[config.mk]
export PLATFORM = sky130hd
export DESIGN_NAME = uart_receiver
export DESIGN_NICKNAME = d
export VERILOG_FILES = /design/src/rtl/uart_receiver.sv
export SDC_FILE = /design/constraint.sdc
export NUM_CORES = 1
export LEC_CHECK = 0
export BUFFER_PORTS_ARGS = -buffer_cell sky130_fd_sc_hd__buf_2
export CELL_PAD_IN_SITES_DETAIL_PLACEMENT = 2
export CELL_PAD_IN_SITES_GLOBAL_PLACEMENT = 2
export CORE_MARGIN = 1
export CORE_UTILIZATION = 23
export DETAILED_ROUTE_END_ITERATION = 7
export PLACE_DENSITY_LB_ADDON = 0.1
export RECOVER_POWER = 100
export SYNTH_ARGS = -nofsm -noshare
export SYNTH_HDL_FRONTEND = slang
export SYNTH_SLANG_ARGS = --single-unit
[constraint.sdc]
create_clock -name clk -period 1.7 [get_ports clk]
set_input_delay 0.51 -clock clk [delete_from_list [all_inputs] [get_ports clk]]
set_output_delay 0.51 -clock clk [all_outputs]
set_load 0.005 [all_outputs]
[src/rtl/uart_receiver.sv]
// 8N1 UART receive path: 16x oversampled, start/stop validated, LSB-first byte out
// with sticky ready, framing-error and overrun flags.
module uart_receiver (
    input  logic       clk,
    input  logic       rst,
    input  logic       enb,
    input  logic       rx,
    input  logic       rdy_clr,
    output logic [7:0] data_out,
    output logic       rdy,
    output logic       busy,
    output logic       frame_err,
    output logic       overrun
);

    typedef enum logic [1:0] {StIdle, StStart, StData, StStop} state_t;

    state_t      state;
    logic        rx_meta;
    logic        rxs;
    logic [3:0]  scnt;
    logic [2:0]  bidx;
    logic [7:0]  shreg;

    always_ff @(posedge clk or posedge rst) begin
        if (rst) begin
            rx_meta   <= 1'b1;
            rxs       <= 1'b1;
            state     <= StIdle;
            scnt      <= 4'd0;
            bidx      <= 3'd0;
            shreg     <= 8'h00;
            data_out  <= 8'h00;
            rdy       <= 1'b0;
            frame_err <= 1'b0;
            overrun   <= 1'b0;
        end else begin
            rx_meta <= rx;
            rxs     <= rx_meta;

            // Placed before the FSM so a coincident frame completion overrides the clear.
            if (rdy_clr) begin
                rdy     <= 1'b0;
                overrun <= 1'b0;
            end

            if (enb) begin
                case (state)
                    StIdle: begin
                        if (!rxs) begin
                            state <= StStart;
                            scnt  <= 4'd0;
                        end
                    end
                    StStart: begin
                        scnt <= scnt + 4'd1;
                        if (scnt == 4'd7) begin
                            if (!rxs) begin
                                state <= StData;
                                scnt  <= 4'd0;
                                bidx  <= 3'd0;
                            end else begin
                                state <= StIdle;
                            end
                        end
                    end
                    StData: begin
                        scnt <= scnt + 4'd1;
                        if (scnt == 4'd15) begin
                            shreg[bidx] <= rxs;
                            if (bidx == 3'd7) begin
                                state <= StStop;
                                scnt  <= 4'd0;
                            end else begin
                                bidx <= bidx + 3'd1;
                            end
                        end
                    end
                    StStop: begin
                        scnt <= scnt + 4'd1;
                        if (scnt == 4'd15) begin
                            // Leaving at mid stop bit gives half a bit of slack for the next start.
                            state <= StIdle;
                            if (rxs) begin
                                data_out  <= shreg;
                                rdy       <= 1'b1;
                                frame_err <= 1'b0;
                                if (rdy) begin
                                    overrun <= 1'b1;
                                end
                            end else begin
                                frame_err <= 1'b1;
                            end
                        end
                    end
                    default: state <= StIdle;
                endcase
            end
        end
    end

    assign busy = (state != StIdle);

endmodule

Word-level counts from Yosys, hierarchy flattened
Cells that the tools add are included.

cells by class
  $add $sub $neg = 2
  order comparisons = 2
  eq/ne operators = 13
  muxes and demuxes = 33
  reductions and logical operators = 10

operators with widths
  kind                                                                           number
  4-bit 2-to-1 mux                                                               5
  4-bit one-hot mux with 4 select lines                                          1
  2-bit inequality test (second input constant)                                  7
  1-bit 2-to-1 mux                                                               13
  2-bit 2-to-1 mux                                                               6
  3-bit 2-to-1 mux                                                               4
  6-bit AND reduction                                                            2
  8-bit bitwise mux                                                              1
  2-bit one-hot mux with 4 select lines                                          1
  3-bit one-hot mux with 2 select lines                                          1
  3-bit AND reduction                                                            2
  4-bit by 1-bit adder with 4-bit output (second input constant)                 1
  2-bit equality test (second input constant)                                    2
  4-bit by 3-bit equality test with 1-bit output (second input constant)         1
  4-bit equality test (second input constant)                                    1
  3-bit by 4-bit less-than comparator with 1-bit output (second input constant)  1
  4-bit AND reduction                                                            1
  2-bit nonzero test                                                             2
  3-bit by 1-bit adder with 3-bit output (second input constant)                 1
  1-bit demux with 3-bit select                                                  1
  3-bit equality test (second input constant)                                    1
  3-bit by 1-bit >= comparator with 1-bit output (second input constant)         1
  2-bit by 1-bit equality test with 1-bit output (second input constant)         1
  2-bit logical NOT                                                              1
  other kinds (2)                                                                2

word-level totals
  register bits after elaboration = 30
  input bits = 5
  output and inout bits = 12
  logic and storage cells = 70

Longest topological paths before layout
Gate-level depths: netlist of run 1.

  depth after elaboration = 6
  gate-level depth with buffers = 6

Least setup slack after synthesis of run 1
OpenSTA, ideal clock, no wires.

  path kind = input to register
  from = input enb
  to = register shreg[3]
  library setup time = 125 ps
  arrival time = 1,531 ps
  path slack = 44 ps
  stages on the path = 5
  cell sequence = buf_2 and4_4 nand2_2 nor3_1 mux2_2

on the way
  longest elaborated chain between the ends = 1

RTL lines
  what                           line  source
  start, declared                6     input logic enb,
  3-bit AND reduction (no line)  n/a
  end signal, assigned by index  70    shreg[bidx] <= rxs;
  end, declared                  23    logic [7:0] shreg;

Every way passes these cells.
A chain may end at the register's enable or synchronous reset.

==> metrics.md, run 1 <==
| Metric | Value |
|---|---|
| Overflow left after global routing | `0` |
| Drt first pass iters | `4` |
| Syn avg cell area | `11.6 um2` |
| Initial antenna violation count | `0` |
| Worst min path class | `primary input to flip-flop` |
| Cell Rows | `28` |
| Min Clock Period, post-route | `1640 ps` |
| Share of layout cells above drive strength 1 | `0.479` |
| Worst Setup Path Type | `flip-flop to output pin` |
| Sequential area share after synthesis | `0.521` |
| Vias | `1095` |
| Largest net degree at the start of global routing | `31` |
| DIE WIDTH | `81.3 um` |
| CP arrival | `1130 ps` |
| I/O Buffers | `16` |
| Placer Congestion | `0.711` |
| RSZ-0062 raised after global routing | `true` |
| Number of synthesized flops with an enable pin | `0` |
| Met3 Wirelength | `99 um` |
| First-pass GRT wire length | `6.29 mm` |
| Post-route setup slack | `63.5 ps` |
| Max VDD drop | `0.000612 V` |
| Cells after DPL | `229` |
| Die ar. | `0.00661 mm2` |
| Worst slack, placed | `10.6 ps` |
| Worst R2R Start | `state[0]$_DFFE_PP0P_` |
| Area of the multi-input gates | `653 um2` |
| Leak pwr | `0.913 nW` |
| Post-Syn Area | `0.00145 mm2` |
| CP Capture Type | `output pin` |
| Max clock buf depth | `2` |
| Slew @ Worst Pin | `765 ps` |
| Worst skew pair latency | `280 ps` |
| # fillers | `648` |
| Initial drt markers | `27` |
| CTS tree | `yes` |
| Post-synthesis cell count | `125` |
| Post-route ant nets | `0` |
| Max-Cap Viols | `0` |
| Status | `finished, final reports clean` |
| Commonest non-fill, non-tap cell in the layout | `dfrtp_1` |
| Die height | `81.3 um` |
| Clock tree sinks | `30` |
| Synth-to-Final Area Change | `33.7%` |
| Total CTS buffers | `5` |
| Non-filler cells, final | `240` |
| Number of global-route vias before repair | `1200` |
| Commonest cells after routing, fill and taps aside | `26 x dfrtp_1, 22 x buf_4, 16 x mux2_2, 16 x buf_2, 9 x nand2_1` |
| Hpwl dp | `2.79 mm` |
| Async set-reset flop share out of synthesis | `1.00` |
| # setup viols final | `0` |
| Sequential cell area | `756 um2` |
| H-tree depth | `2` |
| DRT met1 WL | `1.84 mm` |
| Aggregate routed wire length | `3.77 mm` |
| Largest fanout on the critical path | `7` |
| Slew headroom | `0.490` |
| Nets@finish | `172` |
| CP Launch Type | `flip-flop` |
| Critical path required time | `1190 ps` |
| CTS root buf | `clkbuf_8` |
| Final clock skew | `6.80 ps` |
| Initial Util | `0.241` |
| Ys flop type | `dfrtp_1` |
| Count of different cell masters after synthesis | `43` |
| Top layer in use | `met4` |
| Synth Register Bits | `30` |
| Pwr dens | `1370 mW/mm2` |
| Post-synth net total | `133` |
| Fmax | `0.611 GHz` |
| Total GRT Usage | `0.133` |
| Vias/cell | `4.56` |
| Num ports | `17` |
| Clock-pin slew on the worst setup and hold paths | `60 ps` |
| Pins Over Slew Limit | `0` |
| Fin crit share | `0.963` |
| Routed met2 length | `1.79 mm` |
| Drt wl/cell | `15.7 um` |
| Residual DRC | `0` |
| # diodes | `0` |
| Yosys warning total | `0` |
| Worst min-delay path startpoint | `rx` |
| Core Region | `0.00599 mm2` |
| Post-CTS Hold Buffers | `0` |
| Final Hold Vio Count | `0` |
[cells in the mapped netlist, drive strengths merged (2+ instances only)]
cell | number | share of area
a22o | 3 | 0.018
nand4 | 2 | 0.019
nor2b | 2 | 0.010
nor3 | 2 | 0.0069
nor2 | 3 | 0.0095
ha | 3 | 0.026
nand3 | 7 | 0.024
o21ai | 6 | 0.021
dfstp | 2 | 0.036
inv | 5 | 0.013
clkbuf | 3 | 0.0078
dfrtp | 28 | 0.48
or3 | 2 | 0.0086
buf | 5 | 0.019
o22ai | 2 | 0.0086
nor4 | 3 | 0.017
nand2b | 2 | 0.0086
o31a | 2 | 0.012
a21oi | 2 | 0.0069
nand2 | 10 | 0.028
mux2 | 17 | 0.13
[critical path, cell delays in order (launching register included)]
cell and delay, ps:
dfrtp_2 420, or2_4 290, buf_2 140
[metrics by stage]
| stage | TNS, ps | utilization | hold slack [ps] | cell area [um2] | total power [mW] |
|---|---|---|---|---|---|
| 6_report | 0 | 0.323 | 325 | 1930 | 2.66 |
| 5_1_grt | -21.1 | 0.323 | 306 | 1930 | 2.84 |
| 4_1_cts | 0 | 0.319 | 306 | 1910 | 2.65 |
| 3_5_place_dp | 0 | 0.292 | 352 | 1750 | 1.69 |
| 3_3_place_gp | 0 | 0.292 | 346 | 1750 | 1.64 |
| 2_1_floorplan | 0 | - | 345 | 1450 | 1.37 |
[where the power goes]
| part | internal [mW] | leakage (nW) | switching, mW |
|---|---|---|---|
| Clock | 0.625 | 0.0714 | 0.273 |
| Combinational | 0.428 | 0.447 | 0.407 |
| Sequential | 0.816 | 0.395 | 0.107 |
[layer usage]
metal  global-route usage  up-vias
met2                0.211       16
li1                     -      531
met5                    0        -
met3               0.0371        7
met1                0.168      541
met4               0.0536        0
[sequential cells by signal, summed over array words and instances (netlist names), named ones only]
register	count
bidx	3
data_out	8
frame_err	1
overrun	1
rdy	1
rx_meta	1
rxs	1
scnt	4
shreg	8
state	1
[cell families after synthesis]
| group | count (synthesis) | synth area share |
|---|---|---|
| buffers and inverters | 13 | 0.0398 |
| adders and majority gates | 3 | 0.0260 |
| DFF | 30 | 0.521 |
| and+or+nand+nor | 38 | 0.159 |
| muxes | 18 | 0.142 |
| xor gates and xnor gates | 1 | 0.00606 |
| AOI/OAI and AO/OA | 22 | 0.106 |
[cell type report]
class / instances / share of cell area
clock buffer: 6 / 0.0427
clock inverter: 2 / 0.0310
inverter: 5 / 0.00970
multi-input combinational: 82 / 0.338
sequential: 30 / 0.391
tap: 75 / 0.0485
timing repair buffer: 40 / 0.140
[path summary, 6_finish.rpt]
| kind | endpoint | slack, ps | cells after the start |
|---|---|---|---|
| max in group asynchronous | state[0]$_DFFE_PP0P_ | 740 | 3 |
| max | busy | 60 | 2 |
| max reg2reg | shreg[5]$_DFFE_PP0P_ | 70 | 5 |
| min in group asynchronous | shreg[7]$_DFFE_PP0P_ | 440 | 3 |
| min | rx_meta$_DFF_PP1_ | 320 | 1 |
| min reg2reg | rxs$_DFF_PP1_ | 360 | 0 |
[repair_timing]
item / in CTS / in global routing
pin swaps: 0 / 1
setup endpoints to repair: 2 / 5
setup buffers: 1 / 2
resized for setup: 4 / 3
Power figures use the tool's default switching activity.
==> run 2, diff against run 1 <==
- ABC_AREA: unset -> 1
- RECOVER_POWER: 100 -> unset
==> metrics.md, run 2 <==
| Metric | Value |
|---|---|
| CP Buf/Inv Count | `2` |
| Drt wl/cell | `13.3 um` |
| Async set-reset flop share out of synthesis | `1.00` |
| Initial Util | `0.240` |
| Yosys top cell by area | `dfrtp_1` |
| Final Hold Vio Count | `0` |
| Initial antenna violation count | `0` |
| Pwr dens | `1150 mW/mm2` |
| Worst skew pair latency | `280 ps` |
| CTS tree | `yes` |
| Fin Setup TNS | `0 ps` |
| Main area contributors after synthesis | `dfrtp_1 49%, nand2_1 18%, dfstp_2 3.7%` |
| Crit path depth | `3` |
| Die ar. | `0.00654 mm2` |
| Worst min path class | `primary input to async pin` |
| CP Launch Type | `flip-flop` |
| Placer Congestion | `0.798` |
| Num ports | `17` |
| Commonest non-fill, non-tap cell in the layout | `nand2_1` |
| # setup viols final | `0` |
| Largest fanout on the critical path | `6` |
| RSZ-0062 raised after global routing | `false` |
| Post-synth net total | `181` |
| Residual DRC | `0` |
| Largest net degree at the start of global routing | `31` |
| Cell Rows | `28` |
| Number of global-route vias before repair | `1317` |
| Commonest cells after routing, fill and taps aside | `70 x nand2_1, 28 x dfrtp_1, 16 x buf_2` |
| Fmax | `0.610 GHz` |
| Slowest cell on the critical path | `dfrtp_1` |
| Vias/cell | `4.42` |
| Leak pwr | `0.928 nW` |
| Syn avg cell area | `8.27 um2` |
| Slew @ Worst Pin | `402 ps` |
| Max incr delay on CP | `470 ps` |
| Fin crit share | `0.964` |
| Share of layout cells above drive strength 1 | `0.212` |
| Die height | `80.9 um` |
| Vias | `1207` |
| First-pass GRT wire length | `6.29 mm` |
| Initial drt markers | `12` |
| Synth Register Bits | `30` |
| CP Cell Sequence | `nor2_4, inv_1, buf_2` |
| Count of different cell masters after synthesis | `25` |
| Hpwl dp | `2.78 mm` |
| Worst R2R Path Depth | `8` |
| Drt first pass iters | `4` |
| Total GRT Usage | `0.129` |
| Largest registers | `data_out: 8 flops, shreg: 8 flops, scnt: 4 flops` |
| Max VDD drop | `0.000463 V` |
| Worst Setup Path Type | `flip-flop to output pin` |
| Pins Over Slew Limit | `0` |
| CP Capture Type | `output pin` |
| # fillers | `711` |
| Yosys warning total | `0` |
| Core Region | `0.00596 mm2` |
| Total CTS buffers | `5` |
| Post-route ant nets | `0` |
| Max-Cap Viols | `0` |
| # diodes | `0` |
| CTS root buf | `clkbuf_8` |
| Synth-to-Final Area Change | `19.2%` |
| Post-Syn Area | `0.00143 mm2` |
| Top cell type's share of synthesized area | `0.490` |
| Number of synthesized flops with an enable pin | `0` |
| Max clock buf depth | `2` |
| Slew headroom | `0.732` |
| DIE WIDTH | `80.9 um` |
| Status | `finished, final reports clean` |
| Nets@finish | `205` |
| Ys flop type | `dfrtp_1` |
| Clock tree sinks | `30` |
| CP arrival | `1130 ps` |
| H-tree depth | `2` |
| I/O Buffers | `16` |
| Final clock skew | `8.46 ps` |
| Aggregate routed wire length | `3.64 mm` |
| Critical path required time | `1190 ps` |
| Post-synthesis cell count | `173` |
| Sequential area share after synthesis | `0.526` |
| Most frequent cell after synthesis | `nand2_1` |
| Clock-pin slew on the worst setup and hold paths | `60 ps` |
| Overflow left after global routing | `0` |
| Min Clock Period, post-route | `1640 ps` |
| Post-Route Utilization | `0.287` |
| Top delay family on crit path | `flip-flops` |
| Worst R2R Start | `scnt[0]$_DFFE_PP0P_` |
| Synth cell count leaders | `70 x nand2_1, 28 x dfrtp_1, 14 x inv_1, 14 x nor2_1, 9 x nand3_1` |
[run 2: changes by cell type after synthesis, sizes merged, moves of 3 or more]
cell | before | now
inv | 5 | 17
clkbuf | 3 | 0
nor4 | 3 | 0
a21oi | 2 | 5
buf | 5 | 1
nand2 | 10 | 72
o21ai | 6 | 10
nand3 | 7 | 10
nor2 | 3 | 19
mux2 | 17 | 0
[run 2: logic make-up (layout without fill, tap and decap cells)]
| group | count (synthesis) | after routing | synth area share |
|---|---|---|---|
| simple gates | 105 | 105 | 0.329 |
| flops | 30 | 30 | 0.526 |
| buf+inv | 18 | 43 | 0.0542 |
| compound gates | 16 | 16 | 0.0586 |
| fa+ha+maj | 3 | 3 | 0.0262 |
| xor+xnor | 1 | 1 | 0.00612 |
[run 2: area by class of cell]
class	instances	area [um2]	area share
sequential	30	753	0.441
multi-input combinational	125	616	0.361
timing repair buffer	18	95.1	0.0557
tap	75	93.8	0.0550
clock buffer	6	72.6	0.0425
inverter	17	66.3	0.0389
clock inverter	2	10.0	0.00587
[run 2: repair_timing]
action / 4_1_cts / 5_1_grt
resized for setup: 2 / 2
pin swaps: 0 / 1
setup endpoints to repair: 1 / 4
buffers inserted: 0 / 0
hold buffers: 0 / 0
hold endpoints to repair: 0 / 0
[run 2: layer usage]
layer / global-route usage / part of all wire
met1: 0.155 / 0.47
met2: 0.213 / 0.48
met3: 0.0371 / 0.029
met4: 0.0589 / 0.018
met5: 0 / 0
[run 2: worst reg2reg max path, cell delays in order, from the launching register on]
cell and delay, ps:
dfrtp_1 410, ha_2 230, nand3_2 140, nand2_1 130, inv_1 50, nor2_1 140
nand2_1 140, nand2_1 100, o21ai_1 60
[run 2: final timing paths]
| path | endpoint | slack, ps |
|---|---|---|
| max | busy | 60 |
| min | overrun$_DFF_PP0_ | 310 |
| max reg2reg | bidx[2]$_DFFE_PP0P_ | 190 |
| min reg2reg | rxs$_DFF_PP1_ | 360 |
| max in group asynchronous | rxs$_DFF_PP1_ | 1070 |
| min in group clk | rx_meta$_DFF_PP1_ | 330 |
[run 2: report_power, final]
part / leakage, nW / internal [mW] / switching, mW
Combinational: 0.477 / 0.182 / 0.338
Clock: 0.0450 / 0.283 / 0.277
Sequential: 0.406 / 0.783 / 0.0981
Total: 0.928 / 1.25 / 0.713
[run 2: stage by stage]
step | instance area, um2 | instances | total power, mW | setup WS, ps | hold WS (ps)
after floorplan | 1430 | 173 | 1.24 | 363 | 345
after global placement | 1610 | 265 | 1.37 | 197 | 347
after detailed placement | 1610 | 265 | 1.39 | 154 | 356
after CTS | 1700 | 273 | 2.00 | 32.1 | 318
after global routing | 1710 | 273 | 2.12 | 3.40 | 314
final | 1710 | 273 | 1.96 | 61.0 | 305
